--- src/rtl/multi_cycle_control.sv ---
// ----------------------------------------------------------------------------
// multi_cycle_control
//
// Moore control FSM for a multi-cycle MIPS-style datapath. One instruction is
// walked through FETCH -> DECODE -> (execute / memory / write-back) states.
// The control word is registered: it is computed from the next state when the
// state register updates, so it always equals the decode of the current state.
// The following outputs also depend on inputs in the current cycle:
//   - IRWrite and PCWrite in FETCH follow MemReady, so the instruction and
//     PC+4 are captured in the cycle the fetch completes.
//   - IllegalOp is raised in DECODE for an unsupported Opcode.
//   - Every output, State included, is forced to 0 while Reset is high.
//
// Parameters
//   STATE_W      width of the State debug output
// Ports
//   CLK          clock, rising edge active
//   Reset        synchronous active-high reset
//   Opcode[5:0]  instruction bits [31:26]
//   Func[5:0]    instruction bits [5:0]
//   MemReady     memory access completes this cycle
//   PCWrite, PCWriteCond, IorD, MemRead, MemWrite, IRWrite, MemToReg,
//   RegDst, RegWrite, SignExtend, ALUSrcA      datapath controls
//   ALUSrcB[1:0]   00 B, 01 const 4, 10 ext imm, 11 ext imm << 2
//   PCSource[1:0]  00 ALU result, 01 ALUOut, 10 jump target
//   ALUOp[3:0]     ALU operation code (1111 = decode from Func)
//   IllegalOp      one-cycle pulse for an unsupported opcode
//   State          current state encoding (debug)
// ----------------------------------------------------------------------------
module multi_cycle_control #(
    parameter int STATE_W = 4
) (
    input  logic               CLK,
    input  logic               Reset,
    input  logic [5:0]         Opcode,
    input  logic [5:0]         Func,
    input  logic               MemReady,
    output logic               PCWrite,
    output logic               PCWriteCond,
    output logic               IorD,
    output logic               MemRead,
    output logic               MemWrite,
    output logic               IRWrite,
    output logic               MemToReg,
    output logic               RegDst,
    output logic               RegWrite,
    output logic               SignExtend,
    output logic               ALUSrcA,
    output logic [1:0]         ALUSrcB,
    output logic [1:0]         PCSource,
    output logic [3:0]         ALUOp,
    output logic               IllegalOp,
    output logic [STATE_W-1:0] State
);

    typedef enum logic [3:0] {
        S_FETCH  = 4'd0,
        S_DECODE = 4'd1,
        S_MEMADR = 4'd2,
        S_MEMRD  = 4'd3,
        S_MEMWB  = 4'd4,
        S_MEMWR  = 4'd5,
        S_RTEXE  = 4'd6,
        S_RTWB   = 4'd7,
        S_ITEXE  = 4'd8,
        S_ITWB   = 4'd9,
        S_BRANCH = 4'd10,
        S_JUMP   = 4'd11
    } state_t;

    typedef struct packed {
        logic       pc_write;
        logic       pc_write_cond;
        logic       iord;
        logic       mem_read;
        logic       mem_write;
        logic       mem_to_reg;
        logic       reg_dst;
        logic       reg_write;
        logic       sign_ext;
        logic       alu_src_a;
        logic [1:0] alu_src_b;
        logic [1:0] pc_source;
        logic [3:0] alu_op;
    } ctrl_t;

    localparam logic [5:0] OP_RTYPE = 6'b000000;
    localparam logic [5:0] OP_J     = 6'b000010;
    localparam logic [5:0] OP_BEQ   = 6'b000100;
    localparam logic [5:0] OP_ADDI  = 6'b001000;
    localparam logic [5:0] OP_ADDIU = 6'b001001;
    localparam logic [5:0] OP_SLTI  = 6'b001010;
    localparam logic [5:0] OP_SLTIU = 6'b001011;
    localparam logic [5:0] OP_ANDI  = 6'b001100;
    localparam logic [5:0] OP_ORI   = 6'b001101;
    localparam logic [5:0] OP_XORI  = 6'b001110;
    localparam logic [5:0] OP_LUI   = 6'b001111;
    localparam logic [5:0] OP_LW    = 6'b100011;
    localparam logic [5:0] OP_SW    = 6'b101011;

    localparam logic [3:0] ALU_AND  = 4'b0000;
    localparam logic [3:0] ALU_OR   = 4'b0001;
    localparam logic [3:0] ALU_ADD  = 4'b0010;
    localparam logic [3:0] ALU_SUB  = 4'b0110;
    localparam logic [3:0] ALU_SLT  = 4'b0111;
    localparam logic [3:0] ALU_ADDU = 4'b1000;
    localparam logic [3:0] ALU_XOR  = 4'b1010;
    localparam logic [3:0] ALU_SLTU = 4'b1011;
    localparam logic [3:0] ALU_LUI  = 4'b1110;
    localparam logic [3:0] ALU_FUNC = 4'b1111;

    // All I-type ALU opcodes share the 001xxx prefix.
    function automatic logic is_itype(input logic [5:0] op);
        return op[5:3] == 3'b001;
    endfunction

    function automatic logic is_legal(input logic [5:0] op);
        return (op == OP_RTYPE) || (op == OP_LW) || (op == OP_SW) ||
               (op == OP_BEQ) || (op == OP_J) || is_itype(op);
    endfunction

    function automatic logic [3:0] itype_alu_op(input logic [5:0] op);
        logic [3:0] r;
        case (op)
            OP_ADDI:  r = ALU_ADD;
            OP_ADDIU: r = ALU_ADDU;
            OP_ANDI:  r = ALU_AND;
            OP_ORI:   r = ALU_OR;
            OP_XORI:  r = ALU_XOR;
            OP_SLTI:  r = ALU_SLT;
            OP_SLTIU: r = ALU_SLTU;
            default:  r = ALU_LUI;
        endcase
        return r;
    endfunction

    // Control word for a state; op only matters for ITEXE.
    function automatic ctrl_t ctrl_for(input state_t s, input logic [5:0] op);
        ctrl_t c;
        c = '0;
        case (s)
            S_FETCH: begin
                c.mem_read  = 1'b1;
                c.alu_src_b = 2'b01;
                c.alu_op    = ALU_ADD;
            end
            S_DECODE: begin
                // Branch target PC+4 + (imm << 2) is precomputed here.
                c.alu_src_b = 2'b11;
                c.sign_ext  = 1'b1;
                c.alu_op    = ALU_ADD;
            end
            S_MEMADR: begin
                c.alu_src_a = 1'b1;
                c.alu_src_b = 2'b10;
                c.sign_ext  = 1'b1;
                c.alu_op    = ALU_ADD;
            end
            S_MEMRD: begin
                c.mem_read = 1'b1;
                c.iord     = 1'b1;
            end
            S_MEMWB: begin
                c.reg_write  = 1'b1;
                c.mem_to_reg = 1'b1;
            end
            S_MEMWR: begin
                c.mem_write = 1'b1;
                c.iord      = 1'b1;
            end
            S_RTEXE: begin
                c.alu_src_a = 1'b1;
                c.alu_op    = ALU_FUNC;
            end
            S_RTWB: begin
                c.reg_write = 1'b1;
                c.reg_dst   = 1'b1;
            end
            S_ITEXE: begin
                c.alu_src_a = 1'b1;
                c.alu_src_b = 2'b10;
                c.alu_op    = itype_alu_op(op);
                c.sign_ext  = (op == OP_ADDI) || (op == OP_SLTI) ||
                              (op == OP_SLTIU);
            end
            S_ITWB: begin
                c.reg_write = 1'b1;
            end
            S_BRANCH: begin
                c.alu_src_a     = 1'b1;
                c.alu_op        = ALU_SUB;
                c.pc_write_cond = 1'b1;
                c.pc_source     = 2'b01;
            end
            S_JUMP: begin
                c.pc_write  = 1'b1;
                c.pc_source = 2'b10;
            end
            default: c = '0;
        endcase
        return c;
    endfunction

    state_t state_q, state_d;
    ctrl_t  ctrl_q, ctrl_d;

    // Func does not change the control word: shift and non-shift R-types all
    // assert ALUSrcA in RTEXE, and the ALU picks shamt from the function
    // field itself.
    logic unused_func;
    assign unused_func = ^Func;

    always_comb begin
        state_d = state_q;
        case (state_q)
            S_FETCH:  state_d = MemReady ? S_DECODE : S_FETCH;
            S_DECODE: begin
                if (Opcode == OP_RTYPE)                        state_d = S_RTEXE;
                else if ((Opcode == OP_LW) || (Opcode == OP_SW)) state_d = S_MEMADR;
                else if (Opcode == OP_BEQ)                     state_d = S_BRANCH;
                else if (Opcode == OP_J)                       state_d = S_JUMP;
                else if (is_itype(Opcode))                     state_d = S_ITEXE;
                else                                           state_d = S_FETCH;
            end
            S_MEMADR: state_d = (Opcode == OP_LW) ? S_MEMRD : S_MEMWR;
            S_MEMRD:  state_d = MemReady ? S_MEMWB : S_MEMRD;
            S_MEMWB:  state_d = S_FETCH;
            S_MEMWR:  state_d = MemReady ? S_FETCH : S_MEMWR;
            S_RTEXE:  state_d = S_RTWB;
            S_RTWB:   state_d = S_FETCH;
            S_ITEXE:  state_d = S_ITWB;
            S_ITWB:   state_d = S_FETCH;
            S_BRANCH: state_d = S_FETCH;
            S_JUMP:   state_d = S_FETCH;
            default:  state_d = S_FETCH;
        endcase
        // Opcode is still held in the instruction register when entering
        // ITEXE, so its ALU operation can be registered on that edge.
        ctrl_d = ctrl_for(state_d, Opcode);
    end

    always_ff @(posedge CLK) begin
        if (Reset) begin
            state_q <= S_FETCH;
            ctrl_q  <= ctrl_for(S_FETCH, 6'd0);
        end else begin
            state_q <= state_d;
            ctrl_q  <= ctrl_d;
        end
    end

    logic run;
    logic in_fetch;
    assign run      = ~Reset;
    assign in_fetch = (state_q == S_FETCH);

    assign PCWrite     = run & (ctrl_q.pc_write | (in_fetch & MemReady));
    assign IRWrite     = run & in_fetch & MemReady;
    assign MemRead     = run & ctrl_q.mem_read;
    assign PCWriteCond = run & ctrl_q.pc_write_cond;
    assign IorD        = run & ctrl_q.iord;
    assign MemWrite    = run & ctrl_q.mem_write;
    assign MemToReg    = run & ctrl_q.mem_to_reg;
    assign RegDst      = run & ctrl_q.reg_dst;
    assign RegWrite    = run & ctrl_q.reg_write;
    assign SignExtend  = run & ctrl_q.sign_ext;
    assign ALUSrcA     = run & ctrl_q.alu_src_a;
    assign ALUSrcB     = run ? ctrl_q.alu_src_b : 2'b00;
    assign PCSource    = run ? ctrl_q.pc_source : 2'b00;
    assign ALUOp       = run ? ctrl_q.alu_op : 4'b0000;
    assign IllegalOp   = run & (state_q == S_DECODE) & ~is_legal(Opcode);
    assign State       = run ? STATE_W'(state_q) : '0;

endmodule

--- config.mk ---
export PLATFORM = sky130hd
export DESIGN_NAME = multi_cycle_control
export DESIGN_NICKNAME = d
export VERILOG_FILES = /design/src/rtl/multi_cycle_control.sv
export SDC_FILE = /design/constraint.sdc
export NUM_CORES = 1
export LEC_CHECK = 0
export CORE_MARGIN = 3
export CORE_UTILIZATION = 50
export DETAILED_ROUTE_END_ITERATION = 10
export PLACE_DENSITY = 0.95
export SLEW_MARGIN = 10
export SYNTH_ARGS = -nofsm -noshare
export SYNTH_HDL_FRONTEND = slang
export SYNTH_SLANG_ARGS = --single-unit
--- constraint.sdc ---
create_clock -name CLK -period 3.4 [get_ports CLK]
set_clock_uncertainty 0.2 [all_clocks]
set_input_delay 0.68 -clock CLK [delete_from_list [all_inputs] [get_ports CLK]]
set_output_delay 0.68 -clock CLK [all_outputs]
set_load 0.005 [all_outputs]
# Word-level counts from Yosys, hierarchy flattened
# Cells that the tools add are included.
dict set report op_classes {
  eq_ne 29
  mux 28
  bitwise_logic 18
  reduce_logical 18
}
# op n
set op_table {}
lappend op_table {{4-bit case mux with 7 select lines} 2}
lappend op_table {{6-bit by 4-bit == test with 1-bit output, second input constant} 7}
lappend op_table {{4-bit two-way mux} 7}
lappend op_table {{4-bit by 3-bit == test with 1-bit output, second input constant} 6}
lappend op_table {{4-bit == test, second input constant} 5}
lappend op_table {{4-bit by 2-bit == test with 1-bit output, second input constant} 4}
lappend op_table {{4-bit case mux with 4 select lines} 1}
lappend op_table {{1-bit AND} 15}
lappend op_table {{6-bit == test, second input constant} 2}
lappend op_table {{1-bit two-way mux} 10}
lappend op_table {{3-bit two-way mux} 3}
lappend op_table {{4-bit by 1-bit == test with 1-bit output, second input constant} 2}
lappend op_table {{4-bit zero test} 2}
lappend op_table {{1-bit logical OR} 8}
lappend op_table {{2-bit OR reduction} 4}
lappend op_table {{6-bit by 2-bit == test with 1-bit output, second input constant} 1}
lappend op_table {{6-bit by 3-bit == test with 1-bit output, second input constant} 1}
lappend op_table {{6-bit zero test} 1}
lappend op_table {{2-bit case mux with 3 select lines} 1}
lappend op_table {{3-bit OR reduction} 2}
lappend op_table {{2-bit two-way mux} 2}
lappend op_table {{2-bit case mux with 2 select lines} 1}
lappend op_table {{4-bit OR reduction} 1}
lappend op_table {{3-bit by 1-bit == test with 1-bit output, second input constant} 1}
lappend op_table {{3 further kinds} 4}
dict set report totals {
  regBits 22
  word_cells 107
  in_bits 15
  out_inout_bits 24
}

# Logic depth before layout (Yosys ltp)
dict set report depth {
  depth_word 10
  ltp_mapped 7
  ltp_nobuf 5
}

# Worst setup path after synthesis
# No wires, ideal clock.
dict set report synth_path {
  path_type {in2out}
  start {in Opcode[0]}
  end {out IllegalOp}
  t_arrival_ns 1.544
  path_stages 5
  slack_ns 0.976
  cell_sequence {clkbuf_1 > nor4_1 > a31oi_1 > nor3_1 > nor4b_1}
}
dict set report synth_via {
  elab_chain_cells 8
}
# element line
set synth_lines {}
lappend synth_lines {{from (decl)} 35} ;# input logic [5:0] Opcode,
lappend synth_lines {{6-bit == test / 6-bit zero test (equally long branches)} 118} ;# return (op == OP_RTYPE) || (op == OP_LW) || (op == OP_SW) ||
lappend synth_lines {{1-bit logical OR (3 in a row)} 118}
lappend synth_lines {{1-bit logical OR (*) (2 in a row)} 119} ;# (op == OP_BEQ) || (op == OP_J) || is_itype(op);
lappend synth_lines {{1-bit inverter (*)} 271} ;# assign IllegalOp = run & (state_q == S_DECODE) & ~is_legal(Opcode);
lappend synth_lines {{1-bit AND (*)} 271}
lappend synth_lines {{to (decl)} 52} ;# output logic IllegalOp,
# Mark *: on every way between the ends. The rest lies on a longest branch, timed or not.

# Worst setup path after layout
dict set report layout_path {
  start {in Opcode[2]}
  end {out IllegalOp}
}
# Same word-level chain as after synthesis.

==> flow_summary.json <==
{
  "grt_antenna_before_repair": 0,
  "cts.repair_timing.setup_buffer_count": 0,
  "r2r.worst_path.cells": 5,
  "worstSetupStartpoint": "Opcode[2]",
  "number_of_standard_cells_after_synthesis": 152,
  "setup_viol": 0,
  "power_frac_comb_pct": 21.7,
  "critical_path_class": "in -> out",
  "period_needed_ps": 3259,
  "cts_hold_buffers": 0,
  "cellLeakagePower_nw": 0.6292,
  "worst_path_most_repeated_cell": "sky130_fd_sc_hd__clkdlybuf4s50_1",
  "max_slew_violation_total_from_the_final_report": 0,
  "fmax_ghz": 0.3069,
  "vias": 1214,
  "crit_required_ps": 2520,
  "grt_pass1_vias": 1087,
  "power.ir.vdd_worst_uv": 331.0,
  "synth_seq_cells": 21,
  "power_w": 0.0004739,
  "dpl.cell_count": 207,
  "synthMuxAreaShare_pct": 0.8696,
  "netlist_top_cells_area": "sky130_fd_sc_hd__dfxtp_1 (32%), sky130_fd_sc_hd__nor2b_1 (10%), sky130_fd_sc_hd__nor2_1 (4.9%), sky130_fd_sc_hd__a21oi_1 (2.7%), sky130_fd_sc_hd__nor3_1 (2.3%)",
  "chipHeight_um": 56.89,
  "yosysTopAreaCellShare_pct": 32.46,
  "tightest_slew_ps": 576.9,
  "grt_start_max_net_pins": 32,
  "synth.largest_area_cell": "sky130_fd_sc_hd__dfxtp_1",
  "ys.flop_type": "sky130_fd_sc_hd__dfxtp_1",
  "yosysSeqAreaShare_pct": 32.46,
  "worstPathMaxFanout": 5,
  "design.die.area_um2": 3236,
  "netSwitchingPower_w": 0.0001253,
  "worst_slew_margin_rel_pct": 61.54,
  "placed_cell_area_um2": 1635,
  "drt_first_iter_violations": 28,
  "combinational_family_with_the_most_area_after_synthesis": "simple AND/OR/NAND/NOR gates",
  "nets": 199,
  "hold_slack_ps": 609.8,
  "synth-async-reset-ratio_pct": 0,
  "run_status": "finished, final reports clean",
  "clock_tree.buffer_depth": 2,
  "final-instance-count-excl-fill": 211,
  "arrival_ps": 2380,
  "initial_cell_density_of_the_core_pct": 55.35,
  "tritoncts_clock_tree": "built",
  "parity_gate_share_of_the_synthesized_area_counting_xor_and_xnor_cells_pct": 1.353,
  "post_synth_and_or_nand_nor_area_fraction_pct": 40.58,
  "cp_cell_sequence": "clkdlybuf4s50_1 -> buf_4 -> nand2b_1 -> a21oi_1 -> o21ai_1 -> nor4b_4 -> clkdlybuf4s50_1",
  "timing_hold_violations_final": 0,
  "drtPass1Iterations": 4,
  "fin_crit_sh_pct": 95.84,
  "drive_above_1_share_pct": 16.39,
  "seq_power_share_pct": 54.3,
  "hp-class": "reg -> reg",
  "worst_path_largest_cell_delay_ps": 510,
  "rsz_0062_raised_after_global_routing": "no",
  "synth_fp_nets": 167,
  "swShare_pct": 26.43,
  "cts.reportedPaths.clkPinSlew_ps": 110,
  "post_synth.cell_area_avg_um2": 8.520,
  "regToRegSetupSlack_ps": 1050,
  "grtUsageTotal_pct": 17.82,
  "number_of_max_capacitance_violations_reported": 0,
  "clk-insertion-delay-late_ps": 300,
  "clock_power_share_pct": 24.1,
  "avgViaCountPerCell": 5.754,
  "global_route.overflow_total": 0,
  "detail_route.wirelength_um": 2837,
  "cp_slowest_cell": "sky130_fd_sc_hd__clkdlybuf4s50_1",
  "detail-route-antenna-nets": 0,
  "num_antenna_cells": 0,
  "number_of_input_and_output_port_buffers_inserted": 32,
  "critical_path.startpoint_type": "primary input",
  "hold_path_startpoint": "state_q[3]",
  "cell_internal_pwr_w": 0.0003486,
  "synth-edff-count": 0,
  "final_design_area_no_fill_um2": 1688,
  "reg2reg_to": "ctrl_q[1]",
  "row_count": 17,
  "placeableCoreArea_um2": 2340,
  "wire_length_of_the_first_global_routing_pass_um": 4774,
  "worstSetupEndpointType": "output port",
  "drc": 0,
  "power_density_nw_per_um2": 280.8,
  "cts_num_sinks": 21,
  "ioPinCount": 39,
  "netlist_area_um2": 1295,
  "clock_tree.htree_level_count": 1,
  "numCtsBuffers": 3,
  "dpl.hpwl_um": 2146,
  "place.gp.congestion": 0.8659,
  "synth-compound-area-share_pct": 18.36,
  "avgRoutedWirePerCell_um": 13.45,
  "synthToLayoutAreaGrowth_pct": 30.34,
  "rr_startpoint": "state_q[0]",
  "worst_setup_path_endpoint": "IllegalOp",
  "tns_ps": 0,
  "area_share_of_fa_ha_maj_cells_after_synthesis_pct": 0,
  "yosysUniqueCellTypes": 54,
  "die-width_um": 56.89,
  "cts.root.buffer_cell": "sky130_fd_sc_hd__clkbuf_4",
  "ys.warnings.count": 0
}
==> critical path: cells and delay by family <==
family | cells | cell delay (ps)
buffers and inverters | 3 | 1110
AO/OA/AOI/OAI | 2 | 400
AND/OR/NAND/NOR | 2 | 190
==> cells by family (layout without fill, tap and decap cells) <==
family | count (synthesis) | count (layout)
multiplexers | 1 | 1
AND/OR/NAND/NOR | 82 | 82
flip-flops | 21 | 21
buffers and inverters | 15 | 46
XOR/XNOR | 2 | 2
AO/OA/AOI/OAI | 31 | 31
==> metrics by stage <==
stage	util, %	worst slack [ps]
floorplan	-	976.0
detailed placement	69.89	-47.42
global placement	69.89	89.31
CTS	71.34	32.76
finish	72.14	141.3
global route	72.14	5.009
==> cell usage in the layout (no fill, tap or decap), types with 6 or more instances in the layout <==
| master | count |
|---|---|
| sky130_fd_sc_hd__nor3_1 | 6 |
| sky130_fd_sc_hd__buf_4 | 8 |
| sky130_fd_sc_hd__a21oi_1 | 7 |
| sky130_fd_sc_hd__nor2b_1 | 21 |
| sky130_fd_sc_hd__dfxtp_1 | 21 |
| sky130_fd_sc_hd__clkdlybuf4s50_1 | 31 |
| sky130_fd_sc_hd__nor2_1 | 17 |
| sky130_fd_sc_hd__nand2_1 | 6 |
==> power by group through the flow <==
stage,Clock (W),Sequential [W],Combinational [W]
3_5_place_dp,0,0.000263,0.0000984
6_report,0.000114,0.000257,0.000103
2_1_floorplan,0,0.000260,0.0000605
3_3_place_gp,0,0.000262,0.0000948
5_1_grt,0.000123,0.000258,0.000113
4_1_cts,0.000116,0.000257,0.000100
==> layer usage <==
metal  share of wire (%)  up-vias  global-route usage, %  wire (µm)
met2                  51       55                  31.97       1455
met3                 7.0        6                  3.678        198
met4                 1.6        0                  5.629         46
li1                    -      599                      -          -
met1                  40      554                  20.84       1136
met5                   0        -                      0          0
==> sequential cells by signal, indices dropped and copies added, names as in the netlist <==
name and count:
state_q 4, ctrl_q 17
==> cell usage after synthesis (3+ instances only) <==
cell	number
sky130_fd_sc_hd__clkbuf_1	6
sky130_fd_sc_hd__nor2b_1	21
sky130_fd_sc_hd__a21oi_1	7
sky130_fd_sc_hd__o211ai_1	3
sky130_fd_sc_hd__nor2_1	17
sky130_fd_sc_hd__nor3_1	6
sky130_fd_sc_hd__dfxtp_1	21
sky130_fd_sc_hd__nand3_1	3
sky130_fd_sc_hd__nand2_1	6
sky130_fd_sc_hd__nand2b_1	3
sky130_fd_sc_hd__buf_2	3
==> timing repair <==
action / in CTS / in global routing
hold endpoints to repair: 0 / 0
endpoints found under the setup margin: 1 / 1
resized for setup: 1 / 4
==> final cells by class <==
cell class	count	area, µm²
fillers	183	651.9
clock buffers	3	22.52
inverters	2	7.507
repair buffers	40	382.9
flip-flops and latches	21	420.4
clock inverters	1	5.005
well taps	28	35.03
multi-input cells	116	814.5
==> how the worst min path moves through the flow <==
stage,cells past startpoint,end,slack [ps]
3_5_place_dp,4,ctrl_q[10],570
3_3_place_gp,4,ctrl_q[10],580
4_1_cts,4,ctrl_q[10],590
6_report,4,ctrl_q[10],610
5_1_grt,4,ctrl_q[10],660
2_1_floorplan,3,ctrl_q[10],330
Note: power is estimated with default switching activity, not from simulation.
